==> config.mk <==
export PLATFORM = sky130hd
export DESIGN_NAME = hash_ctrl
export DESIGN_NICKNAME = d
export VERILOG_FILES = /design/src/rtl/hash_ctrl.sv
export SDC_FILE = /design/constraint.sdc
export NUM_CORES = 1
export LEC_CHECK = 0
export BUFFER_PORTS_ARGS = -buffer_cell sky130_fd_sc_hd__buf_2
export CORE_MARGIN = 2
export CORE_UTILIZATION = 46
export CTS_CLUSTER_DIAMETER = 100
export DETAILED_ROUTE_END_ITERATION = 10
export PLACE_DENSITY = 0.73
export SYNTH_ARGS = -nofsm -noshare
export SYNTH_HDL_FRONTEND = slang
export SYNTH_SLANG_ARGS = --single-unit
==> constraint.sdc <==
create_clock -name clk -period 1.3 [get_ports clk]
set_clock_uncertainty 0.1 [all_clocks]
set_input_delay 0.195 -clock clk [delete_from_list [all_inputs] [get_ports clk]]
set_output_delay 0.195 -clock clk [all_outputs]
set_load 0.1 [all_outputs]
==> src/rtl/hash_ctrl.sv <==
// Block-sequencing controller for an iterated hash core: accepts message blocks,
// runs ROUNDS compression rounds, accumulates, then streams OUT_WORDS digest words.
// Optional abort input enabled by defining HASH_CTRL_ABORT_EN.
module hash_ctrl #(
  parameter int ROUNDS    = 64,
  parameter int OUT_WORDS = 8,
  localparam int RW = $clog2(ROUNDS),
  localparam int OW = $clog2(OUT_WORDS)
) (
  input  logic          clk,
  input  logic          reset,
  input  logic          first_block,
  input  logic          last_block,
  input  logic          blk_valid,
  output logic          blk_ready,
  output logic          iv_load,
  output logic          inner_busy,
  output logic [RW-1:0] round_idx,
  output logic          acc_en,
  output logic          output_enable,
  output logic [OW-1:0] out_idx,
  output logic          busy,
  output logic          done
`ifdef HASH_CTRL_ABORT_EN
  ,
  input  logic          abort
`endif
);

  typedef enum logic [2:0] {
    IDLE,
    WAIT_BLK,
    ROUND,
    ACC,
    OUT
  } state_e;

  localparam logic [RW-1:0] ROUND_LAST = RW'(ROUNDS - 1);
  localparam logic [OW-1:0] OUT_LAST   = OW'(OUT_WORDS - 1);

  state_e        state_q, state_d;
  logic [RW-1:0] round_q, round_d;
  logic [OW-1:0] out_q, out_d;
  logic          last_q, last_d;
  logic          accept;
  logic          abort_hit;

`ifdef HASH_CTRL_ABORT_EN
  assign abort_hit = abort;
`else
  assign abort_hit = 1'b0;
`endif

  assign blk_ready = (state_q == IDLE) || (state_q == WAIT_BLK);
  assign accept    = blk_valid && blk_ready;

  // NOTE: every variable gets a default before the case so no path can infer a latch.
  always_comb begin
    state_d = state_q;
    round_d = round_q;
    out_d   = out_q;
    last_d  = last_q;

    unique case (state_q)
      IDLE: begin
        // A non-first block while idle is consumed and dropped.
        if (accept && first_block) begin
          state_d = ROUND;
          round_d = '0;
          last_d  = last_block;
        end
      end
      WAIT_BLK: begin
        if (accept) begin
          state_d = ROUND;
          round_d = '0;
          last_d  = last_block;
        end
      end
      ROUND: begin
        if (round_q == ROUND_LAST) begin
          state_d = ACC;
          round_d = '0;
        end else begin
          round_d = round_q + RW'(1);
        end
      end
      ACC: begin
        state_d = last_q ? OUT : WAIT_BLK;
        out_d   = '0;
      end
      OUT: begin
        if (out_q == OUT_LAST) begin
          state_d = IDLE;
          out_d   = '0;
          last_d  = 1'b0;
        end else begin
          out_d = out_q + OW'(1);
        end
      end
      default: begin
        state_d = IDLE;
        round_d = '0;
        out_d   = '0;
        last_d  = 1'b0;
      end
    endcase

    if (abort_hit) begin
      state_d = IDLE;
      round_d = '0;
      out_d   = '0;
      last_d  = 1'b0;
    end
  end

  // NOTE: sequential state uses non-blocking assignments so all flops update together.
  always_ff @(posedge clk) begin
    if (reset) begin
      state_q <= IDLE;
      round_q <= '0;
      out_q   <= '0;
      last_q  <= 1'b0;
    end else begin
      state_q <= state_d;
      round_q <= round_d;
      out_q   <= out_d;
      last_q  <= last_d;
    end
  end

  // Abort suppresses the accept side effects and the accumulate/done strobes.
  assign iv_load       = accept && first_block && !abort_hit;
  assign inner_busy    = (state_q == ROUND);
  assign round_idx     = round_q;
  assign acc_en        = (state_q == ACC) && !abort_hit;
  assign output_enable = (state_q == OUT);
  assign out_idx       = out_q;
  assign busy          = (state_q != IDLE);
  assign done          = (state_q == OUT) && (out_q == OUT_LAST) && !abort_hit;

endmodule
==> impl_results.md, run 1 <==
- Status: did not finish
- Fail Step: global routing (5_1_grt)
- Err: [ERROR DPL-0038] Utilization greater than 100%, impossible to legalize
- CTS Hold Bufs: 0
- GP Congestion: 0.879
- Mapped Area: 827 um2
- Clk sinks: 13
- Worst_ep kind: primary output
- Starting Density: 48.4%
- Ys async rst share: 0%
- Max clock buf depth: 2
- Worst_ep grt: done
- Syn. warnings: 0
- CTS Root Cell: clkbuf_4
- Die width: 46.4 um
- Cell taking the most area after synthesis: dfxtp_1
- Max H-tree Level: 1
- Synth unique cells: 41
- Post-synth top area share: 31.5%
- Dominant synthesized flop cell: dfxtp_1
- Num CTS Buffers: 3
- #FFs+latches synth: 13
- Cell count after synthesis: 93
- Largest net degree at the start of global routing: 15
- Row count: 15
- Most frequent cell after synthesis: dfxtp_1
- Io pins: 21
- Post-detail-place hpwl: 1810 um
- Post-synthesis average cell area: 8.89 um2
- Die height: 46.4 um
- Net count after synthesis: 101
- Port Buffers: 20
- Area contributors post-synth: dfxtp_1 31%, ha_1 4.5%, nand2b_1 4.5%
- EDFF count, synth: 0
- Most frequent cells after synthesis: 13 x dfxtp_1, 6 x a21oi_1, 6 x inv_1, 6 x nand2b_1, 5 x nand2_1
- Sequential share of the synthesized area: 31.5%
-- cell families after synthesis --
kind of cell / after synthesis / share of synthesized area (%)
AO/OA/AOI/OAI: 27 / 23.6
adder cells (fa/ha/maj): 3 / 4.54
buffers and inverters: 11 / 7.72
flip-flops: 13 / 31.5
multiplexers: 1 / 1.36
AND/OR/NAND/NOR: 38 / 31.3
-- metrics by stage --
stage          std cells  setup WS [ps]  area, um2  hold slack (ps)
4_1_cts              168           -319       1600              120
3_5_place_dp         158           -149       1450              391
3_3_place_gp         158           -112       1450              377
2_1_floorplan         93           -880        947              201
-- what timing repair did --
item                       in CTS
gates resized for setup        23
pin swaps                      11
buffers inserted                6
setup endpoints to repair      18
==> run 2, diff against run 1 <==
CORE_AREA = 2 2 63 65   (was unset)
CORE_MARGIN = unset   (was 2)
CORE_UTILIZATION = unset   (was 46)
CTS_CLUSTER_DIAMETER = unset   (was 100)
DIE_AREA = 0 0 65 67   (was unset)
PLACE_DENSITY = unset   (was 0.73)
PLACE_DENSITY_LB_ADDON = 0.15   (was unset)
clock period = 1.69 ns   (was 1.3 ns; I/O delays follow)
==> run 2 against run 1 <==
Area after synthesis is the same. Synthesized cell count is the same. The run now ends clean.
==> impl_results.md, run 2 <==
- DRT iter0 DRCs: 20
- Routed via count: 792
- Die height: 67 um (was 46.4 um)
- ANT nets after route: 0
- Placed cells: 159 (was 158)
- Post-detail-place hpwl: 1520 um (was 1810 um)
- Slowest stage delay, CP: 420 ps
- #FFs+latches synth: 13 (unchanged)
- Initial antenna violation count: 0
- Max reg flops: 6
- CTS clock-pin slew for the worst setup and hold paths: 60 ps
- Min-delay src: blk_valid
- Static Leak: 0.441 nW
- Reg2reg setup slack: 80 ps
- Largest net degree at the start of global routing: 19
- Final worst setup slack: 26.4 ps
- Net count after synthesis: 101 (unchanged)
- Hold Crit Endpoint: last_q
- Dpl ws: 53.4 ps (was -149 ps)
- Combinational cell fraction of total power: 21.4%
- Most common cell after layout, fill and taps aside: buf_2
- # setup viols final: 0
- Status: finished, final reports clean (was did not finish)
- Max_cap viols: 0
- Max Slew Vio Count: 0
- Total Routing Usage GR: 10.3%
- Num CTS Buffers: 3 (unchanged)
- Max VDD drop: 0.312 mV
- TritonCTS clock tree: built
- Vias in the first global route: 769
- Layout overhead on the synthesized area: 44.3%
- Layout cells sized above 1: 44.9%
- Post-DP Area: 0.00111 mm2 (was 0.00145 mm2)
- Skew-Pair Late Insertion Delay: 240 ps
- Max clock buf depth: 2 (unchanged)
- Grt total ovfl: 0
- Reg2reg path depth: 5
- Worst setup EP type: output pin
- Die width: 65 um (was 46.4 um)
- Slew headroom: 67.7%
- Critical path type: reg2out
- DRT Pass-1 Iters: 4
- Final min period: 1660 ps
- Startpoint Class: register
- ANT cells: 0
- Post-synthesis average cell area: 8.89 um2 (unchanged)
- CP Cell Sequence: buf_6, or3_1, buf_12
- Fin nets: 127
- Endpoints failing hold: 0
- Mapped Area: 827 um2 (unchanged)
- Critical register-to-register path startpoint: out_idx[0]
- Ys async rst share: 0% (unchanged)
- Io pins: 21 (unchanged)
- Cell taking the most area after synthesis: dfxtp_1 (unchanged)
- Crit Path Max Fanout: 14
- Core Box Area: 0.00361 mm2
- RSZ-0062 raised after global routing: yes
- Post-synth top area share: 31.5% (unchanged)
- Die ar.: 0.00436 mm2
- Post-route cell area: 0.00119 mm2
- Required @ worst endpoint: 1340 ps
- Flop pwr share: 42.0%
- Switching Power: 0.000235 W
- CP arrival: 1310 ps
- Sequential share of the synthesized area: 31.5% (unchanged)
- Switching Fraction: 30.9%
- Max H-tree Level: 1 (unchanged)
- Area contributors post-synth: dfxtp_1 31%, ha_1 4.5%, nand2b_1 4.5% (unchanged)
- Row count: 22 (was 15)
- GP Congestion: 0.727 (was 0.879)
- Global-route wire length before repair: 3420 um
- Remaining DRCs: 0
- WHS: 231 ps
- Max Freq: 0.601 GHz
- Most frequent cells after synthesis: 13 x dfxtp_1, 6 x a21oi_1, 6 x inv_1, 6 x nand2b_1, 5 x nand2_1 (unchanged)
- Most frequent cell after synthesis: dfxtp_1 (unchanged)
- Tightest Hold Check Type: in2reg
- Most frequent cells in the layout: 14 x buf_2, 6 x nand2b_1, 6 x a21oi_1, 6 x dfxtp_4, 6 x buf_12
- CTS Root Cell: clkbuf_8 (was clkbuf_4)
- Dominant synthesized flop cell: dfxtp_1 (unchanged)
- Final period util: 98.4%
- Port Buffers: 20 (unchanged)
- Slew @ Worst Pin: 488 ps
- Syn. warnings: 0 (unchanged)
- Wire per inst: 12.5 um
- Setup TNS: 0 ps
- EDFF count, synth: 0 (unchanged)
- P_int: 0.000526 W
- Final wirelength: 2080 um
- Clock group share of total power: 36.5%
- Slowest CP cell: or3_1
- Clk sinks: 13 (unchanged)
- Cell count after synthesis: 93 (unchanged)
- Pwr per Cell Area: 638 mW/mm2
- Starting Density: 22.9% (was 48.4%)
- Synth unique cells: 41 (unchanged)
- Fin cells: 166
- Via density: 4.77
- Fillers: 388
- Hold path cells: 3
- Worst r2r dst: last_q
run 2: cell counts after synthesis:
Identical to the previous run, type by type.
run 2: routing by layer:
| metal | track usage [%] | part of all wire, % | vias up |
|---|---|---|---|
| met1 | 12.2 | 46 | 372 |
| met5 | 0 | 0 | - |
| met4 | 3.19 | 0.86 | 0 |
| met3 | 3.55 | 5.1 | 2 |
| met2 | 17.3 | 48 | 20 |
| li1 | - | - | 398 |
run 2: critical path: cells and delay by family, from the launching register on:
kind	cells	cell delay, ps
DFF	1	300
buffers and inverters	2	340
and+or+nand+nor	1	420
run 2: worst max-delay path by stage:
stage                     startpoint  endpoint  cells past startpoint  slack (ps)
after floorplan           state_q[2]      done                      5        -550
after global placement    out_idx[0]    last_q                      5          40
after detailed placement  out_idx[0]    last_q                      5          50
after CTS                 state_q[2]    acc_en                      3         -10
after global routing      out_idx[0]    last_q                      5         -60
final                     state_q[0]      busy                      3          30
run 2: through the flow:
step / total power (W) / util [%]
2_1_floorplan: 0.000442 / -
3_3_place_gp: 0.000492 / 30.8
3_5_place_dp: 0.000492 / 30.8
4_1_cts: 0.000781 / 32.5
5_1_grt: 0.000797 / 33.1
6_report: 0.000762 / 33.1
run 2: power by group through the flow:
stage | clock network [W] | registers (W) | logic [W]
floorplan | 0 | 0.000342 | 0.0000996
global placement | 0 | 0.000329 | 0.000163
detailed placement | 0 | 0.000329 | 0.000163
CTS | 0.000294 | 0.000321 | 0.000166
global route | 0.000303 | 0.000322 | 0.000172
finish | 0.000278 | 0.000320 | 0.000163
run 2: repair_timing:
item,CTS,global route
hold buffers,0,0
pin swaps,1,0
buffers inserted,1,2
endpoints found under the setup margin,4,5
resized for setup,3,3
run 2: cells by family (layout without fill, tap and decap cells):
group,count (synthesis),count (layout),share of synthesized area (%)
compound gates,27,27,23.6
fa+ha+maj,3,3,4.54
buf+inv,11,36,7.72
flops,13,13,31.5
mux,1,1,1.36
simple gates,38,38,31.3
run 2: cell type report:
cell class / instances / area (um2) / area share [%]
Timing Repair Buffer: 26 / 239 / 20.0
Sequential cell: 13 / 289 / 24.2
Clock buffer: 4 / 45.0 / 3.77
Multi-Input combinational cell: 69 / 536 / 44.9
Tap cell: 48 / 60.1 / 5.03
Inverter: 6 / 25.0 / 2.10
Power figures use the tool's default switching activity.
==> run 3, diff against run 2 <==
ABC_AREA = 1   (was unset)
==> run 3 against run 2 <==
Fmax up 3.6%. Combinational power rose to 8.0 times the previous value. Sequential power up 33%. Clock-buffer cell count unchanged. Sequential cell count unchanged. Hold slack worse by 15 ps. Critical path depth up 1.
==> impl_results.md, run 3 <==
- Final min period: 1610 ps (was 1660 ps)
- Most frequent cells after synthesis: 28 x nand2_1, 14 x nor2_1, 13 x dfxtp_1, 12 x a21oi_1, 11 x inv_1 (was 13 x dfxtp_1, 6 x a21oi_1, 6 x inv_1, 6 x nand2b_1, 5 x nand2_1)
- Dominant synthesized flop cell: dfxtp_1 (unchanged)
- Slew @ Worst Pin: 488 ps (about the same)
- Mapped Area: 739 um2 (was 827 um2)
- Net count after synthesis: 118 (was 101)
- Layout cells sized above 1: 45.1% (was 44.9%)
- Endpoints failing hold: 0 (unchanged)
- Clk sinks: 13 (unchanged)
- Via density: 4.10 (was 4.77)
- Cell count after synthesis: 110 (was 93)
- Port Buffers: 20 (unchanged)
- CTS Root Cell: clkbuf_8 (unchanged)
- Final period util: 95.0% (was 98.4%)
- Vias in the first global route: 685 (was 769)
- Placed cells: 177 (was 159)
- Tightest Hold Check Type: in2reg (unchanged)
- Slew headroom: 67.7% (about the same)
- Reg2reg setup slack: 230 ps (was 80 ps)
- Die ar.: 0.00436 mm2 (unchanged)
- Max H-tree Level: 1 (unchanged)
- Core Box Area: 0.00361 mm2 (unchanged)
- Max Slew Vio Count: 0 (unchanged)
- Post-detail-place hpwl: 1420 um (was 1520 um)
- Fillers: 387 (was 388)
- Fin cells: 181 (was 166)
- Syn. warnings: 0 (unchanged)
- Die width: 65 um (unchanged)
- Final Util: 32.3% (was 33.1%)
- Routed via count: 742 (was 792)
- Cell taking the most area after synthesis: dfxtp_1 (unchanged)
- Startpoint Class: register (unchanged)
- Crit Path Max Fanout: 7 (was 14)
- Wire per inst: 9.67 um (was 12.5 um)
- Sequential share of the synthesized area: 35.2% (was 31.5%)
- FF/Latch Area: 290 um2 (was 289 um2)
- Layout overhead on the synthesized area: 57.5% (was 44.3%)
- Post-synth top area share: 35.2% (was 31.5%)
- Io pins: 21 (unchanged)
- Required @ worst endpoint: 1340 ps (about the same)
- ANT cells: 0 (unchanged)
- Static Leak: 0.497 nW (was 0.441 nW)
- Final wirelength: 1750 um (was 2080 um)
- Final worst setup slack: 83.7 ps (was 26.4 ps)
- Post-CTS setup buffer count: 0 (was 1)
- Max reg flops: 6 (unchanged)
- #FFs+latches synth: 13 (unchanged)
- Largest net degree at the start of global routing: 11 (was 19)
- Largest delay share family, worst path: flip-flops (was simple AND/OR/NAND/NOR gates)
- Initial antenna violation count: 0 (unchanged)
- Worst setup EP type: output pin (unchanged)
- Slowest stage delay, CP: 380 ps (was 420 ps)
- CP arrival: 1250 ps (was 1310 ps)
- DRT Pass-1 Iters: 4 (unchanged)
- GP Congestion: 0.720 (was 0.727)
- Ys async rst share: 0% (unchanged)
- EDFF count, synth: 0 (unchanged)
- Most frequent cells in the layout: 24 x nand2_1, 13 x nor2_1, 13 x buf_2, 11 x a21oi_1 (was 14 x buf_2, 6 x nand2b_1, 6 x a21oi_1, 6 x dfxtp_4, 6 x buf_12)
- Num CTS Buffers: 3 (unchanged)
- Worst Path Buf+Inv: 1 (was 2)
- Most frequent cell after synthesis: nand2_1 (was dfxtp_1)
- Most common cell after layout, fill and taps aside: nand2_1 (was buf_2)
- DRT iter0 DRCs: 14 (was 20)
- Max_cap viols: 0 (unchanged)
- Critical path type: reg2out (unchanged)
- Post-synthesis average cell area: 6.72 um2 (was 8.89 um2)
- Overall power: 0.00201 W (was 0.000762 W)
- Total Routing Usage GR: 8.95% (was 10.3%)
- Multi-input gate area: 502 um2 (was 536 um2)
- Die height: 67 um (unchanged)
- Remaining DRCs: 0 (unchanged)
- Pwr per Cell Area: 1730 mW/mm2 (was 638 mW/mm2)
- Synth unique cells: 22 (was 41)
- Dpl ws: 192 ps (was 53.4 ps)
- CTS clock-pin slew for the worst setup and hold paths: 50 ps (was 60 ps)
- Slowest CP cell: dfxtp_2 (was or3_1)
- Grt total ovfl: 0 (unchanged)
- CP Cell Sequence: nor2_4, nand2_4, a21oi_4, buf_12 (was buf_6, or3_1, buf_12)
- Area contributors post-synth: dfxtp_1 35%, nand2_1 14%, a21oi_1 8.1% (was dfxtp_1 31%, ha_1 4.5%, nand2b_1 4.5%)
- Max Freq: 0.623 GHz (was 0.601 GHz)
- Max clock buf depth: 2 (unchanged)
- Starting Density: 20.5% (was 22.9%)
- Skew-Pair Late Insertion Delay: 240 ps (about the same)
- # setup viols final: 0 (unchanged)
- Max VDD drop: 0.748 mV (was 0.312 mV)
- Fin nets: 142 (was 127)
- ANT nets after route: 0 (unchanged)
- Global-route wire length before repair: 2990 um (was 3420 um)
- Status: finished, final reports clean (unchanged)
- Row count: 22 (unchanged)
- RSZ-0062 raised after global routing: no (was yes)
- TritonCTS clock tree: built (unchanged)
==> run 3: changes by cell type after synthesis, sizes merged, moves of 3 or more <==
cell	previous run	this run
a21oi	6	12
and2b	3	0
buf	3	0
inv	6	15
nand2	5	30
nand2b	6	0
nand3	3	11
nand3b	3	0
nor2	3	16
nor4b	3	0
o21bai	3	0
==> run 3: logic make-up after synthesis <==
kind of cell               count (synthesis)  share of synthesized area [%]
AOI/OAI and AO/OA                         17                           12.9
DFF                                       13                           35.2
buffers and inverters                     16                           8.46
adders and majority gates                  3                           5.08
and+or+nand+nor                           61                           38.4
==> run 3: cell type report <==
| class | count | share of cell area, % |
|---|---|---|
| flip-flops and latches | 13 | 24.9 |
| multi-input cells | 81 | 43.1 |
| repair buffers | 20 | 17.6 |
| well taps | 48 | 5.16 |
| clock buffers | 4 | 3.87 |
| inverters | 15 | 5.37 |
==> run 3: through the flow <==
| stage | hold slack [ps] | area (um2) | setup TNS (ps) |
|---|---|---|---|
| 4_1_cts | 224 | 1160 | 0 |
| 3_3_place_gp | 374 | 1100 | 0 |
| 3_5_place_dp | 379 | 1100 | 0 |
| 5_1_grt | 237 | 1160 | 0 |
| 2_1_floorplan | 355 | 837 | -162 |
| 6_report | 216 | 1160 | 0 |
==> run 3: timing repair <==
item / 4_1_cts / 5_1_grt
hold buffers: 0 / 0
endpoints found under the setup margin: 3 / 3
gates resized for setup: 5 / 3
==> run 3: path summary, 6_finish.rpt <==
path                    from          to  depth (start not counted)
hold / removal         reset  state_q[2]                          2
hold reg to reg       last_q  state_q[2]                          2
setup reg to reg  out_idx[1]  state_q[0]                          8
setup / recovery  state_q[2]     iv_load                          4
==> run 3: power by group <==
part,switching [W],internal (W)
sequential,0.0000655,0.000362
clock,0.000109,0.000166
combinational,0.000900,0.000412
total,0.00108,0.000940
==> run 3: metal layers <==
metal  wire [um]  global-route usage [%]  part of all wire, %  up-vias
met4          20                    4.79                  1.1        0
met3          70                    1.69                  4.0        2
met5           0                       0                    0        -
met1         805                    11.2                   46      326
li1            -                       -                    -      402
met2         855                    14.4                   49       12
==> run 3: worst reg2reg max path, cell delays in order, from the launching register on <==
cell,delay [ps]
dfxtp_4,350
ha_4,160
ha_4,150
inv_2,80
nand3_1,180
nand3_1,160
nor2_1,50
nor2_1,80
nor2_1,40
==> run 4, diff against run 3 <==
CELL_PAD_IN_SITES_DETAIL_PLACEMENT = 2   (was unset)
CELL_PAD_IN_SITES_GLOBAL_PLACEMENT = 2   (was unset)
==> run 4 against run 3 <==
Clock-buffer cell count unchanged. Via count grew 8.5%. Sequential share of layout area down 0.37 points. First-iteration DRC count up 57%. Combinational power is 5% higher. Power increased by 3.8%. Routed wire length grew 35%.
==> impl_results.md, run 4 (synthesized netlist as in run 3, its figures left out) <==
- Status: finished, final reports clean (unchanged)
- Post-DP Area: 0.00110 mm2 (unchanged)
- Crit Path Max Fanout: 5 (was 7)
- Die ar.: 0.00436 mm2 (unchanged)
- Worst setup EP type: output pin (unchanged)
- Final period util: 96.7% (was 95.0%)
- Global-route wire length before repair: 4040 um (was 2990 um)
- DRT iter0 DRCs: 22 (was 14)
- Slowest stage delay, CP: 390 ps (was 380 ps)
- Placed cells: 177 (unchanged)
- WHS: 216 ps (about the same)
- Max H-tree Level: 1 (unchanged)
- Slowest CP cell: dfxtp_4 (was dfxtp_2)
- ANT cells: 0 (unchanged)
- Vias in the first global route: 817 (was 685)
- Max Slew Vio Count: 0 (unchanged)
- P_int: 0.000967 W (was 0.000940 W)
- Fin cells: 184 (was 181)
- Remaining DRCs: 0 (unchanged)
- Largest delay share family, worst path: flip-flops (unchanged)
- Total Routing Usage GR: 12.5% (was 8.95%)
- Row count: 22 (unchanged)
- Via density: 4.38 (was 4.10)
- Flop pwr share: 20.7% (was 21.2%)
- CTS Hold Bufs: 0 (unchanged)
- Fin nets: 145 (was 142)
- Clock group share of total power: 13.9% (was 13.7%)
- Worst Path Buf+Inv: 2 (was 1)
- Layout overhead on the synthesized area: 61.3% (was 57.5%)
- Skew-Pair Late Insertion Delay: 250 ps (was 240 ps)
- Combinational cell fraction of total power: 65.4% (was 65.1%)
- Die width: 65 um (unchanged)
- Max clock buf depth: 2 (unchanged)
- CP arrival: 1280 ps (was 1250 ps)
- Slew @ Worst Pin: 486 ps (was 488 ps)
- Starting Density: 20.5% (unchanged)
- Grt total ovfl: 0 (unchanged)
- Pwr per Cell Area: 1750 mW/mm2 (was 1730 mW/mm2)
- Slew headroom: 67.8% (was 67.7%)
- Layout cells sized above 1: 47.1% (was 45.1%)
- Switching Power: 0.00112 W (was 0.00108 W)
- Initial antenna violation count: 0 (unchanged)
- # setup viols final: 0 (unchanged)
- Max VDD drop: 0.581 mV (was 0.748 mV)
- Io pins: 21 (unchanged)
- Num CTS Buffers: 3 (unchanged)
- Post-route cell area: 0.00119 mm2 (was 0.00116 mm2)
- Core Box Area: 0.00361 mm2 (unchanged)
- CTS clock-pin slew for the worst setup and hold paths: 60 ps (was 50 ps)
- Port Buffers: 20 (unchanged)
- Most common cell after layout, fill and taps aside: nand2_1 (unchanged)
- Overall power: 0.00209 W (was 0.00201 W)
- Max reg flops: 6 (unchanged)
- Most frequent cells in the layout: 24 x nand2_1, 13 x buf_2, 12 x nor2_1, 11 x a21oi_1 (was 24 x nand2_1, 13 x nor2_1, 13 x buf_2, 11 x a21oi_1)
- Wire per inst: 12.8 um (was 9.67 um)
- Switching Fraction: 53.8% (was 53.4%)
- GP Congestion: 0.758 (was 0.720)
- Largest net degree at the start of global routing: 11 (unchanged)
- Clk sinks: 13 (unchanged)
- CTS Root Cell: clkbuf_8 (unchanged)
- TritonCTS clock tree: built (unchanged)
- Max_cap viols: 0 (unchanged)
- Tightest Hold Check Type: in2reg (unchanged)
- Routed via count: 805 (was 742)
- DRT Pass-1 Iters: 2 (was 4)
- RSZ-0062 raised after global routing: yes (was no)
- Static Leak: 0.513 nW (was 0.497 nW)
- CP Cell Sequence: inv_2, nor2_4, nand2_2, a21oi_4, buf_12 (was nor2_4, nand2_4, a21oi_4, buf_12)
- Max Freq: 0.612 GHz (was 0.623 GHz)
- Final wirelength: 2360 um (was 1750 um)
- Post-detail-place hpwl: 1900 um (was 1420 um)
- Required @ worst endpoint: 1340 ps (about the same)
- Endpoints failing hold: 0 (unchanged)
- Fillers: 435 (was 387)
- ANT nets after route: 0 (unchanged)
- Final min period: 1630 ps (was 1610 ps)
- Critical path type: reg2out (unchanged)
- Die height: 67 um (unchanged)
- Startpoint Class: register (unchanged)
-- run 4: path summary, 6_finish.rpt --
check / startpoint / to / slack (ps) / cells past startpoint
setup / recovery: state_q[0] / iv_load / 60 / 5
hold / removal: last_block / last_q / 220 / 5
setup reg to reg: out_idx[0] / state_q[0] / 210 / 8
hold reg to reg: round_idx[2] / round_idx[2] / 400 / 2
-- run 4: worst min-delay path, delay by kind of cell --
family / cells / cell delay, ps
buf+inv: 1 / 100
simple gates: 4 / 180
-- run 4: cell type report --
class | count | area, um2 | area share (%)
flip-flops and latches | 13 | 293 | 24.6
inverters | 15 | 62.6 | 5.25
multi-input cells | 81 | 504 | 42.3
repair buffers | 23 | 228 | 19.1
clock buffers | 4 | 45.0 | 3.78
well taps | 48 | 60.1 | 5.04
-- run 4: per-stage QoR --
step | setup TNS (ps) | setup slack (ps) | util [%]
4_1_cts | 0 | 1.44 | 32.3
6_report | 0 | 55.5 | 33.1
5_1_grt | -7.48 | -7.48 | 33.1
3_3_place_gp | 0 | 162 | 30.5
3_5_place_dp | 0 | 87.9 | 30.5
2_1_floorplan | -162 | -148 | -
-- run 4: power groups by stage --
stage	clock, W	combinational [W]	sequential, W
2_1_floorplan	0	0.000872	0.000484
6_report	0.000291	0.00137	0.000432
3_5_place_dp	0	0.00133	0.000429
3_3_place_gp	0	0.00131	0.000423
5_1_grt	0.000337	0.00146	0.000444
4_1_cts	0.000302	0.00136	0.000436
-- run 4: what timing repair did --
| item | CTS | global route |
|---|---|---|
| resized for setup | 7 | 3 |
| endpoints found under the setup margin | 5 | 4 |
| buffers inserted | 0 | 3 |
| pin swaps | 0 | 1 |
-- run 4: metal layers --
layer	vias up	part of all wire, %	track usage [%]
li1	406	-	-
met1	378	43	15.0
met2	15	52	21.8
met3	6	2.7	1.52
met4	0	2.1	6.38
met5	-	0	0
